## src/rtl/out_uart.sv

```systemverilog
// Word-wide FIFO feeding a UART 8N1 transmitter. Each 32-bit word is sent as four bytes, least-significant byte first.
//   clk       : single clock, rising edge
//   reset     : asynchronous, active-low
//   din       : word to transmit
//   din_valid : write strobe, one word per cycle
//   tx        : serial line, idle high (registered)
//   busy      : serializer not idle (registered)
//   full      : FIFO holds DEPTH words (registered)
//   empty     : FIFO holds no words (registered)
//   overflow  : sticky, a word was written while full
// DEPTH must be a power of two >= 2; CLKS_PER_BIT must be >= 2.
module out_uart #(
  parameter int unsigned DEPTH        = 8,
  parameter int unsigned CLKS_PER_BIT = 4
) (
  input  logic        clk,
  input  logic        reset,
  input  logic [31:0] din,
  input  logic        din_valid,
  output logic        tx,
  output logic        busy,
  output logic        full,
  output logic        empty,
  output logic        overflow
);

  localparam int unsigned WORD_W = 32;
  localparam int unsigned PTR_W  = (DEPTH > 1) ? $clog2(DEPTH) : 1;
  localparam int unsigned CNT_W  = $clog2(DEPTH + 1);
  localparam int unsigned BAUD_W = (CLKS_PER_BIT > 1) ? $clog2(CLKS_PER_BIT) : 1;

  typedef enum logic [1:0] {
    S_IDLE  = 2'd0,
    S_START = 2'd1,
    S_DATA  = 2'd2,
    S_STOP  = 2'd3
  } state_t;

  // FIFO storage and bookkeeping
  logic [WORD_W-1:0] mem [DEPTH];
  logic [PTR_W-1:0]  wr_ptr;
  logic [PTR_W-1:0]  rd_ptr;
  logic [CNT_W-1:0]  count;
  logic [CNT_W-1:0]  count_d;
  logic              push;
  logic              pop;

  // Serializer state
  state_t            state;
  state_t            state_d;
  logic [BAUD_W-1:0] baud;
  logic [BAUD_W-1:0] baud_d;
  logic [2:0]        bit_idx;
  logic [2:0]        bit_idx_d;
  logic [1:0]        byte_idx;
  logic [1:0]        byte_idx_d;
  logic [WORD_W-1:0] shift;
  logic [WORD_W-1:0] shift_d;
  logic              baud_end;
  logic              tx_d;
  logic              busy_d;

  // A write while full is dropped even if a pop frees a slot in the same cycle
  assign push = din_valid & ~full;

  always_comb begin
    count_d = count;
    case ({push, pop})
      2'b10:   count_d = count + CNT_W'(1);
      2'b01:   count_d = count - CNT_W'(1);
      default: count_d = count;
    endcase
  end

  // FIFO data array: no reset needed
  always_ff @(posedge clk) begin
    if (push) begin
      mem[wr_ptr] <= din;
    end
  end

  // FIFO pointers, count and flags
  always_ff @(posedge clk or negedge reset) begin
    if (!reset) begin
      wr_ptr   <= '0;
      rd_ptr   <= '0;
      count    <= '0;
      full     <= 1'b0;
      empty    <= 1'b1;
      overflow <= 1'b0;
    end else begin
      if (push) begin
        wr_ptr <= wr_ptr + PTR_W'(1);
      end
      if (pop) begin
        rd_ptr <= rd_ptr + PTR_W'(1);
      end
      count <= count_d;
      full  <= (count_d == CNT_W'(DEPTH));
      empty <= (count_d == '0);
      if (din_valid && full) begin
        overflow <= 1'b1;
      end
    end
  end

  assign baud_end = (baud == BAUD_W'(CLKS_PER_BIT - 1));

  // Serializer next-state logic
  always_comb begin
    state_d    = state;
    baud_d     = baud;
    bit_idx_d  = bit_idx;
    byte_idx_d = byte_idx;
    shift_d    = shift;
    pop        = 1'b0;

    case (state)
      S_IDLE: begin
        if (!empty) begin
          pop        = 1'b1;
          shift_d    = mem[rd_ptr];
          bit_idx_d  = 3'd0;
          byte_idx_d = 2'd0;
          baud_d     = '0;
          state_d    = S_START;
        end
      end
      S_START: begin
        if (baud_end) begin
          baud_d  = '0;
          state_d = S_DATA;
        end else begin
          baud_d = baud + BAUD_W'(1);
        end
      end
      S_DATA: begin
        if (baud_end) begin
          baud_d    = '0;
          shift_d   = {1'b0, shift[WORD_W-1:1]};
          bit_idx_d = bit_idx + 3'd1;
          if (bit_idx == 3'd7) begin
            state_d = S_STOP;
          end
        end else begin
          baud_d = baud + BAUD_W'(1);
        end
      end
      S_STOP: begin
        if (baud_end) begin
          baud_d = '0;
          if (byte_idx < 2'd3) begin
            byte_idx_d = byte_idx + 2'd1;
            state_d    = S_START;
          end else begin
            state_d = S_IDLE;
          end
        end else begin
          baud_d = baud + BAUD_W'(1);
        end
      end
      default: begin
        state_d = S_IDLE;
      end
    endcase

    // tx and busy are registered from next-state values so they line up with the state they describe
    tx_d = 1'b1;
    if (state_d == S_START) begin
      tx_d = 1'b0;
    end else if (state_d == S_DATA) begin
      tx_d = shift_d[0];
    end
    busy_d = (state_d != S_IDLE);
  end

  // Serializer registers
  always_ff @(posedge clk or negedge reset) begin
    if (!reset) begin
      state    <= S_IDLE;
      baud     <= '0;
      bit_idx  <= 3'd0;
      byte_idx <= 2'd0;
      shift    <= '0;
      tx       <= 1'b1;
      busy     <= 1'b0;
    end else begin
      state    <= state_d;
      baud     <= baud_d;
      bit_idx  <= bit_idx_d;
      byte_idx <= byte_idx_d;
      shift    <= shift_d;
      tx       <= tx_d;
      busy     <= busy_d;
    end
  end

endmodule

```

## config.mk

```make
export PLATFORM = sky130hd
export DESIGN_NAME = out_uart
export DESIGN_NICKNAME = d
export VERILOG_FILES = /design/src/rtl/out_uart.sv
export SDC_FILE = /design/constraint.sdc
export NUM_CORES = 1
export LEC_CHECK = 0
export CORE_MARGIN = 2
export CORE_UTILIZATION = 65
export DETAILED_ROUTE_END_ITERATION = 16
export PLACE_DENSITY = 0.88
export SYNTH_ARGS = -nofsm -noshare
export SYNTH_HDL_FRONTEND = slang
export SYNTH_SLANG_ARGS = --single-unit
export TNS_END_PERCENT = 20
```

## constraint.sdc

```tcl
create_clock -name clk -period 6.64 [get_ports clk]
set_clock_uncertainty 0.1 [all_clocks]
set_input_delay 1.328 -clock clk [delete_from_list [all_inputs] [get_ports clk]]
set_output_delay 1.328 -clock clk [all_outputs]
set_load 0.02 [all_outputs]
```

==> flow_summary.yaml <==
status:
  status: "complete, no violations"
cts:
  clockRootBuffer: "clkbuf_16"
  cts_max_level: 1
  clock-sinks: 312
  cts_setup_buffers: 0
  insertion_delay_ps: 540
  numCtsBuffers: 30
  cts_tree: "done"
  clk_pin_slew_ps: 60
  postCtsHoldBufs: 0
  cts.path.max_buffers: 3
  cts_resized: 0
yosys:
  synth.most_common_cell: "edfxtp_1"
  yosys.area.top_type: "edfxtp_1"
  syn-instance-count: 610
  yosys_warnings: 0
  synthArstFlopShare_pct: 17.9
  ys_types: 43
  syn_area_sq_um: 12100
  synth_ff_type: "edfxtp_1"
  syn_nets: 653
  synth_edf_count: 256
  synth_common_cells: "edfxtp_1 (256), mux4_2 (64), dfrtp_1 (54), o21ai_0 (36), mux2i_1 (34)"
  yosysSeqAreaShare_pct: 74.9
  synth_seq_cells: 312
  synth.avg_cell_area_sq_um: 19.9
  synth_area_leaders: "edfxtp_1 (63%), mux4_2 (12%), dfrtp_1 (11%)"
  yosysTopAreaCellShare_pct: 63.4
die:
  die_width_microns: 141
  start_util_pct: 66.9
  core_area_sq_um: 18100
  std_cell_rows: 49
  die_h_microns: 141
  io_pins: 40
  dieArea_sq_um: 19800
detailed_routing:
  drtIter0Drc: 528
  viasPerCell: 6.85
  antenna_left: 0
  drtPass1Iterations: 6
  wl_per_cell_microns: 27.0
  via_count: 6252
  post-route-drc-count: 0
  drt-total-wl_mm: 24.6
timing:
  max_freq_mhz: 262
  final.setup.tns_ps: 0
  relSlewSlack_pct: 21.6
  tightest_slew_ps: 1180
  finalCritPeriodShare_pct: 57.4
  hold_viol_final: 0
  rsz0062_at_grt: "no"
  setup_viol: 0
  period_needed_ps: 3810
  slew_viol_final: 0
finish:
  drive_gt1_share_pct: 21.3
  nets: 703
  diodes: 0
  stdcell_area_sq_um: 13800
  syn2layout_area_growth_pct: 13.9
run:
  maxCapViolations: 0
setup_path:
  cp_num_buf_inv: 2
  crit_chain: "clkdlybuf4s50_1 > and2b_1 > inv_2 > ha_1 > or4b_1 > nor4_2 > nor4_1 > a311oi_1"
  endpoint_kind: "flip-flop"
  crit_cells: 8
  rr_worst_depth: 8
  path_max_fanout: 10
  critPathLaunchType: "primary input"
  cp.arrival_ps: 4160
  critPathKind: "in -> reg"
  cpPeakStageDelay_ps: 580
  critPathRequiredTime_ps: 6990
  path_delay_family: "simple AND/OR/NAND/NOR gates"
  critPathSlowestCell: "or4b_1"
global_route:
  grt_pass1_vias: 6599
  grt-busiest-layer: "met2"
  grtUsageMet1_pct: 34.1
  antenna_found_initial: 0
  grt_max_degree: 67
  met2_usage_pct: 44.3
  grt_pass1_wl_mm: 38.1
  grt_util_met3_pct: 3.74
  grt_usage_pct: 25.6
  overflow: 0
placement:
  io_buffers: 39
  dp_hpwl_mm: 12.5
  gp_congestion: 0.759
  dpl_cell_area_sq_um: 12800
pwr:
  powerDensity_nw_per_um2: 344
  leakagePower_nw: 4.63
  max-vdd-ir-drop_uv: 262
  power_w: 0.00475
worst_hold_path:
  min_path_type: "reg -> reg"
  min_path_cells: 1
## through the flow
step                      util, %  cells  hold slack (ps)  worst slack, ps
final                        76.1    913              390             2830
after global routing         76.1    913              406             2650
after CTS                    76.1    913              397             2900
after detailed placement     70.5    857              383             2340
after global placement       70.5    857              346             2690
after floorplan                 -    610              350             1290
## final timing paths
check	slack, ps	startpoint	end
max in group asynchronous	5040	reset	rd_ptr[0]
setup / recovery	2830	din_valid	full
hold / removal	390	overflow	overflow
min in group asynchronous	830	reset	baud[0]
hold reg to reg	390	overflow	overflow
setup reg to reg	3360	empty	full
## routing by layer
layer	up-vias	share of wire, %
li1	2602	-
met1	3264	38
met2	318	52
met3	68	6.1
met4	0	3.3
met5	-	0
## final cells by class
class / instances / area (sq um)
clock buffer: 41 / 873
inverter: 6 / 35.0
sequential: 312 / 9100
multi-input combinational: 260 / 2910
fill: 926 / 4330
timing repair buffer: 50 / 468
clock inverter: 15 / 145
tap: 229 / 287
## report_power, final
| part | switching (W) | total [W] | internal (W) |
|---|---|---|---|
| Combinational | 0.000311 | 0.000499 | 0.000188 |
| Sequential | 0.000120 | 0.00254 | 0.00241 |
| Clock | 0.000715 | 0.00172 | 0.00100 |
## registers in the layout (all words and copies together) (netlist names), 2 cells and up
name,count
shift,32
rd_ptr,3
bit_idx,3
byte_idx,2
baud,2
mem,256
count,4
state,2
wr_ptr,3
## cells in the final DEF (no fill, tap or decap), types with 2 or more instances in the layout
cell / count
clkbuf_8: 6
nand2b_1: 5
ha_1: 8
o31ai_1: 2
clkbuf_16: 31
a21o_1: 4
nor3_2: 4
dfrtp_1: 51
a22oi_1: 33
buf_4: 11
nand2_1: 18
nand3_1: 2
xnor2_1: 7
dfstp_2: 2
clkbuf_1: 4
clkdlybuf4s50_1: 38
nor4b_1: 2
clkinv_2: 3
dfrtp_2: 2
nor4_2: 2
mux2_2: 3
edfxtp_1: 256
and3b_1: 2
nor3_1: 5
clkinvlp_4: 4
clkinv_1: 3
mux4_2: 64
o21ai_0: 36
a21oi_1: 3
mux2i_1: 34
nor2_1: 4
inv_1: 4
a22o_1: 2
clkinv_4: 2
nor4_1: 3
bufinv_16: 2
nor2_4: 3
## cells by family (layout without fill, tap and decap cells)
group,Yosys count,count (layout),synth area share [%]
multiplexers,101,101,15.0
XOR/XNOR,8,8,0.578
buffers and inverters,38,112,1.48
AO/OA/AOI/OAI,85,85,4.66
flip-flops,312,312,74.9
AND/OR/NAND/NOR,58,58,2.56
adder cells (fa/ha/maj),8,8,0.825
No activity file was read; power rests on OpenSTA's default activity.
